--- config.mk ---
export PLATFORM = sky130hd
export DESIGN_NAME = uart_tx
export DESIGN_NICKNAME = d
export VERILOG_FILES = /design/src/rtl/uart_tx.sv
export SDC_FILE = /design/constraint.sdc
export NUM_CORES = 1
export LEC_CHECK = 0
export CAP_MARGIN = 5
export CORE_MARGIN = 4
export CORE_UTILIZATION = 28
export CTS_CLUSTER_DIAMETER = 80
export DETAILED_ROUTE_END_ITERATION = 7
export GPL_ROUTABILITY_DRIVEN = 1
export PLACE_DENSITY = 0.53
export SLEW_MARGIN = 40
export SYNTH_ARGS = -nofsm -noshare
export SYNTH_HDL_FRONTEND = slang
export SYNTH_SLANG_ARGS = --single-unit
--- constraint.sdc ---
create_clock -name clk -period 5.75 [get_ports clk]
set_clock_uncertainty 0.2 [all_clocks]
set_input_delay 0.8625 -clock clk [delete_from_list [all_inputs] [get_ports clk]]
set_output_delay 0.8625 -clock clk [all_outputs]
set_load 0.01 [all_outputs]
--- src/rtl/uart_tx.sv ---
// -----------------------------------------------------------------------------
// uart_tx -- parameterised UART transmitter.
//
// Accepts one DATA_BITS word per tx_valid/tx_ready handshake. It then sends one
// frame on the tx pin: a start bit, the data bits LSB first, an optional parity
// bit, and STOP_BITS stop bits. Each bit lasts CLK_FREQ/BAUD_RATE clocks.
//
// Optional feature macro: UART_TX_PARITY_EN
//   defined   -> parity_mode is honoured and the PARITY state is built
//                (00 none, 01 even, 10 odd, 11 mark).
//   undefined -> the parity logic is not built. parity_mode is ignored and
//                every frame is start + data + stop.
//
// Ports
//   clk          system clock, rising edge
//   rst_n        asynchronous active-low reset (drives the line high at once)
//   tx_data      word to send, sampled on acceptance
//   tx_valid     producer has a word on tx_data
//   tx_ready     registered; high only while idle
//   tx           registered serial line, idle high
//   parity_mode  parity selection, sampled on acceptance
// -----------------------------------------------------------------------------
module uart_tx #(
    parameter int CLK_FREQ  = 1_000_000,
    parameter int BAUD_RATE = 10_000,
    parameter int DATA_BITS = 8,
    parameter int STOP_BITS = 1
) (
    input  logic                 clk,
    input  logic                 rst_n,
    input  logic [DATA_BITS-1:0] tx_data,
    input  logic                 tx_valid,
    output logic                 tx_ready,
    output logic                 tx,
    input  logic [1:0]           parity_mode
);

    localparam int CLKS_PER_BIT = CLK_FREQ / BAUD_RATE;
    localparam int CNT_W        = (CLKS_PER_BIT > 2) ? $clog2(CLKS_PER_BIT) : 1;

    localparam logic [CNT_W-1:0] BAUD_LAST = CNT_W'(CLKS_PER_BIT - 1);
    localparam logic [3:0]       DATA_LAST = 4'(DATA_BITS - 1);
    localparam logic [3:0]       STOP_LAST = 4'(STOP_BITS - 1);

    typedef enum logic [2:0] {
        IDLE,
        START,
        DATA,
`ifdef UART_TX_PARITY_EN
        PARITY,
`endif
        STOP
    } state_t;

    state_t               state, state_nxt;
    logic [CNT_W-1:0]     baud_cnt, baud_nxt;
    logic [3:0]           bit_cnt, bit_nxt;
    logic [DATA_BITS-1:0] shift_q, shift_nxt;
    logic                 tx_q, tx_nxt;
    logic                 ready_q, ready_nxt;
    logic                 bit_end;

`ifdef UART_TX_PARITY_EN
    // The parity bit is resolved once, at acceptance, from the unshifted word.
    // Later shifting of shift_q then has no effect on it.
    logic par_en_q, par_en_nxt;
    logic par_q, par_nxt;
`else
    logic unused_parity;
    assign unused_parity = ^parity_mode;
`endif

    assign bit_end  = (baud_cnt == BAUD_LAST);
    assign tx       = tx_q;
    assign tx_ready = ready_q;

    always_ff @(posedge clk or negedge rst_n) begin
        if (!rst_n) begin
            state    <= IDLE;
            baud_cnt <= '0;
            bit_cnt  <= '0;
            shift_q  <= '0;
            tx_q     <= 1'b1;
            ready_q  <= 1'b1;
`ifdef UART_TX_PARITY_EN
            par_en_q <= 1'b0;
            par_q    <= 1'b0;
`endif
        end else begin
            state    <= state_nxt;
            baud_cnt <= baud_nxt;
            bit_cnt  <= bit_nxt;
            shift_q  <= shift_nxt;
            tx_q     <= tx_nxt;
            ready_q  <= ready_nxt;
`ifdef UART_TX_PARITY_EN
            par_en_q <= par_en_nxt;
            par_q    <= par_nxt;
`endif
        end
    end

    // The next line level is computed together with the next state. The
    // registered tx_q then changes on the same edge as the bit boundary.
    always_comb begin
        state_nxt = state;
        baud_nxt  = bit_end ? '0 : baud_cnt + 1'b1;
        bit_nxt   = bit_cnt;
        shift_nxt = shift_q;
        tx_nxt    = tx_q;
        ready_nxt = 1'b0;
`ifdef UART_TX_PARITY_EN
        par_en_nxt = par_en_q;
        par_nxt    = par_q;
`endif
        unique case (state)
            IDLE: begin
                baud_nxt  = '0;
                bit_nxt   = '0;
                tx_nxt    = 1'b1;
                ready_nxt = 1'b1;
                if (tx_valid && ready_q) begin
                    state_nxt = START;
                    shift_nxt = tx_data;
                    tx_nxt    = 1'b0;
                    ready_nxt = 1'b0;
`ifdef UART_TX_PARITY_EN
                    par_en_nxt = |parity_mode;
                    unique case (parity_mode)
                        2'b01:   par_nxt = ^tx_data;
                        2'b10:   par_nxt = ~^tx_data;
                        default: par_nxt = 1'b1;
                    endcase
`endif
                end
            end
            START: begin
                if (bit_end) begin
                    state_nxt = DATA;
                    tx_nxt    = shift_q[0];
                end
            end
            DATA: begin
                if (bit_end) begin
                    if (bit_cnt == DATA_LAST) begin
                        bit_nxt = '0;
`ifdef UART_TX_PARITY_EN
                        if (par_en_q) begin
                            state_nxt = PARITY;
                            tx_nxt    = par_q;
                        end else begin
                            state_nxt = STOP;
                            tx_nxt    = 1'b1;
                        end
`else
                        state_nxt = STOP;
                        tx_nxt    = 1'b1;
`endif
                    end else begin
                        bit_nxt   = bit_cnt + 1'b1;
                        shift_nxt = shift_q >> 1;
                        tx_nxt    = shift_q[1];
                    end
                end
            end
`ifdef UART_TX_PARITY_EN
            PARITY: begin
                if (bit_end) begin
                    state_nxt = STOP;
                    tx_nxt    = 1'b1;
                end
            end
`endif
            STOP: begin
                if (bit_end) begin
                    if (bit_cnt == STOP_LAST) begin
                        state_nxt = IDLE;
                        bit_nxt   = '0;
                        ready_nxt = 1'b1;
                    end else begin
                        bit_nxt = bit_cnt + 1'b1;
                    end
                end
            end
            default: begin
                state_nxt = IDLE;
                tx_nxt    = 1'b1;
                ready_nxt = 1'b1;
            end
        endcase
    end

endmodule

==> impl_results.rst <==
.. list-table::
   :header-rows: 1

   * - Metric
     - Value
   * - Fraction of registers with async set/reset
     - 1.000
   * - Remaining max-slew budget at the tightest pin
     - 0.5358
   * - Total CTS buffers
     - 3
   * - Static leakage power
     - 0.6061 nW
   * - Maximum number of pins on one net before global-route repair
     - 24
   * - Category of the worst setup path capture point
     - flop
   * - Most common cell in the synthesized netlist
     - sky130_fd_sc_hd__dfrtp_1
   * - Final routed wirelength across all metal layers
     - about 2.4 mm
   * - Maximum buffer depth of the clock tree
     - 2
   * - Global-route wire length before repair
     - approximately 4.3 mm
   * - Syn nets
     - 137
   * - Initial antenna violation count
     - 0
   * - Synthesized area
     - about 1300 um^2
   * - Post-CTS setup buffer count
     - 0
   * - Vias
     - 878
   * - Detailed-route DRC error count
     - 0
   * - Design Power
     - 284.5 uW
   * - Horizontal die dimension
     - 76.30 um
   * - Number of cells produced by synthesis
     - between 100 and 150
   * - Number of antenna-violating nets in the routed design
     - 0
   * - Antenna Cells
     - 0
   * - Mean post-synth cell area
     - 11.16 um^2
   * - Startpoint class of the critical path
     - flop
   * - Detailed Routing Iterations Pass 1
     - 3
   * - Drt wl/cell
     - 13.25 um
   * - CP required
     - between 5 and 6 ns
   * - Pin slew with the least headroom to its limit
     - slightly below 0.7 ns
   * - Setup repair after global routing missed its margin
     - false
   * - Minimum period implied by the final worst setup slack
     - 2.528 ns
   * - Clk slew on worst S/H paths
     - ~0.090 ns
   * - Outcome
     - finished, final reports clean
   * - Timing-limited maximum frequency
     - 395.6 MHz
   * - Number of cells on the worst hold path
     - 2
   * - Post-DR vias/cell
     - ~4.8
   * - Met3 Routed Length
     - roughly 100 um
   * - Routed length on met1
     - 1.243 mm
   * - CTS tree
     - done
   * - WL met2
     - around 1.0 mm
   * - Num Clock Sinks
     - 23
   * - Ranking of synthesized cells by area
     - sky130_fd_sc_hd__dfrtp_1 (40%), sky130_fd_sc_hd__mux2_2 (11%), sky130_fd_sc_hd__ha_1 (6.7%)
   * - Number of warnings printed during yosys synthesis
     - 0
   * - Number of violations of the max-capacitance limit
     - 0
   * - Worst IR Drop VDD
     - 0.09985 mV
   * - Worst setup path category
     - flop to flop
   * - Number of H-tree levels
     - 1
   * - Path class of the lowest-slack min-delay path
     - flop to flop
   * - Post-synthesis register bit count
     - 23
   * - Via count of the first global-routing pass
     - 918
   * - Hold-fix buffers at CTS
     - 0
   * - Most area-hungry cell type in the Yosys netlist
     - sky130_fd_sc_hd__dfrtp_1
   * - Count of different cell masters after synthesis
     - 33
   * - Post-synth top area share
     - 0.4023
   * - Area of the die
     - 5822 um^2
   * - Final Hold Slack
     - ~0.28 ns
   * - Share of the cycle needed by the critical path after routing
     - 0.4396
   * - Area overhead of the layout relative to synthesis
     - 16.19%
   * - Highest signal layer in the routed design
     - met4
   * - Final hold viol count
     - 0
   * - FF-to-FF path depth
     - 6
   * - Number of top-level design ports
     - 15
   * - Final setup viols
     - 0
   * - Most used flip-flop cell after synthesis
     - sky130_fd_sc_hd__dfrtp_1
   * - Most common library cells after synthesis
     - sky130_fd_sc_hd__dfrtp_1 (21), sky130_fd_sc_hd__mux2_2 (13), sky130_fd_sc_hd__inv_1 (8), sky130_fd_sc_hd__nor2_1 (8), sky130_fd_sc_hd__nor3_1 (8)
   * - Die Y
     - 76.30 um
   * - Global-route usage over all layers
     - 0.08894
   * - Effective utilization at floorplan
     - 0.2939
   * - Crit Path Max Fanout
     - 16
   * - Critical path arrival
     - 2.48 ns
   * - Post-layout nets
     - 151
   * - Total count of max-transition violations in the final report
     - 0
   * - Routability cong.
     - 0.7837
   * - Fraction of the yosys area taken by sequential cells
     - 0.4425
   * - Skew-Pair Late Insertion Delay
     - 0.27 ns
   * - Power per Cell Area
     - around 190 nW/um^2
   * - Total core area
     - about 4400 um^2
   * - Gr ovfl total
     - 0
   * - Root cell of the clock tree
     - sky130_fd_sc_hd__clkbuf_8
   * - Quantity of I/O buffers inserted on ports
     - 12
   * - Half-perimeter wire length after placement
     - 1.808 mm
   * - EDFF count, synth
     - 0
   * - Layout cell share with drive strength beyond 1
     - 0.1923
   * - Post-cts sizing count
     - 0
   * - Iteration-0 DRC Markers
     - 45
   * - Placement row count
     - 24
   * - Setup_tns
     - 0 ns
-- layer usage --
metal	global-route usage	vias up
met5	0	-
met4	0.03261	0
met2	0.1432	15
met1	0.1140	415
met3	0.02364	5
li1	-	443
-- path summary, 6_finish.rpt --
path / startpoint / slack (ns) / endpoint
max: state[0]$_DFFE_PN0P_ / 3.22 / state[1]$_DFFE_PN0P_
min: tx$_DFFE_PN1P_ / 0.28 / tx$_DFFE_PN1P_
max in group asynchronous: rst_n / 4.63 / tx$_DFFE_PN1P_
min in group asynchronous: rst_n / 0.35 / baud_cnt[6]$_DFF_PN0_
min reg2reg: tx$_DFFE_PN1P_ / 0.28 / tx$_DFFE_PN1P_
max reg2reg: state[0]$_DFFE_PN0P_ / 3.22 / state[1]$_DFFE_PN0P_
-- critical path, cell delays in order, from the launching register on --
cell and delay (ns):
sky130_fd_sc_hd__dfrtp_1 0.42, sky130_fd_sc_hd__inv_1 0.11, sky130_fd_sc_hd__ha_1 0.62, sky130_fd_sc_hd__nor2_1 0.19, sky130_fd_sc_hd__nor3_1 0.46, sky130_fd_sc_hd__a211oi_2 0.12
sky130_fd_sc_hd__mux2_2 0.30
-- through the flow --
| step | util | setup WS (ns) | area, um^2 | std cells |
|---|---|---|---|---|
| 2_1_floorplan | - | 3.647 | 1306 | 117 |
| 3_3_place_gp | 0.3325 | 3.146 | 1478 | 178 |
| 3_5_place_dp | 0.3314 | 3.141 | 1473 | 178 |
| 4_1_cts | 0.3415 | 3.173 | 1518 | 182 |
| 5_1_grt | 0.3415 | 3.020 | 1518 | 182 |
| 6_report | 0.3415 | 3.222 | 1518 | 182 |
-- cell usage in the layout (no fill, tap or decap) --
cell	n
sky130_fd_sc_hd__xnor2_1	3
sky130_fd_sc_hd__nor4b_4	2
sky130_fd_sc_hd__nor2_1	8
sky130_fd_sc_hd__nor3_1	8
sky130_fd_sc_hd__a41o_1	1
sky130_fd_sc_hd__a41oi_1	1
sky130_fd_sc_hd__clkbuf_8	3
sky130_fd_sc_hd__o32ai_1	1
sky130_fd_sc_hd__mux2_2	13
sky130_fd_sc_hd__nand3_1	5
sky130_fd_sc_hd__nand4b_2	1
sky130_fd_sc_hd__inv_1	8
sky130_fd_sc_hd__clkbuf_1	1
sky130_fd_sc_hd__dfrtp_1	21
sky130_fd_sc_hd__xor2_1	2
sky130_fd_sc_hd__a2111oi_0	1
sky130_fd_sc_hd__buf_2	1
sky130_fd_sc_hd__a211oi_2	1
sky130_fd_sc_hd__clkdlybuf4s50_1	11
sky130_fd_sc_hd__nor4b_1	1
sky130_fd_sc_hd__nand2b_1	1
sky130_fd_sc_hd__a21boi_1	1
sky130_fd_sc_hd__nand2_1	6
sky130_fd_sc_hd__a21oi_4	1
sky130_fd_sc_hd__or4b_1	1
sky130_fd_sc_hd__a21boi_0	1
sky130_fd_sc_hd__o21bai_1	1
sky130_fd_sc_hd__nor2b_1	2
sky130_fd_sc_hd__mux2i_1	4
sky130_fd_sc_hd__dfstp_2	2
sky130_fd_sc_hd__and4bb_2	1
sky130_fd_sc_hd__ha_1	7
sky130_fd_sc_hd__o21ai_0	7
sky130_fd_sc_hd__or3_1	1
sky130_fd_sc_hd__nand3b_1	1
-- flip-flops by register name, indices dropped and copies added (netlist names) --
signal	count
state	2
shift_q	8
tx	1
tx_ready	1
bit_cnt	4
baud_cnt	7
-- power by group --
part,internal (mW),switching [mW]
Sequential,0.165,0.00127
Clock,0.0496,0.0544
Combinational,0.00926,0.00552
Total,0.223,0.0612
-- cells by family after synthesis --
logic type / Yosys count / share of synthesized area
and+or+nand+nor: 38 / 0.1868
DFF: 23 / 0.4425
muxes: 17 / 0.1427
AOI/OAI and AO/OA: 16 / 0.09388
buffers and inverters: 11 / 0.03352
adders and majority gates: 7 / 0.06705
xor gates and xnor gates: 5 / 0.03353
-- area by class of cell --
cell class / instances / area, um^2
timing repair buffer: 12 / 115.1
multi-input combinational: 83 / 684.4
clock buffer: 4 / 45.04
tap: 52 / 65.06
fill: 460 / 2927
inverter: 8 / 30.03
sequential: 23 / 578.1
Note: power is estimated with default switching activity, not from simulation.
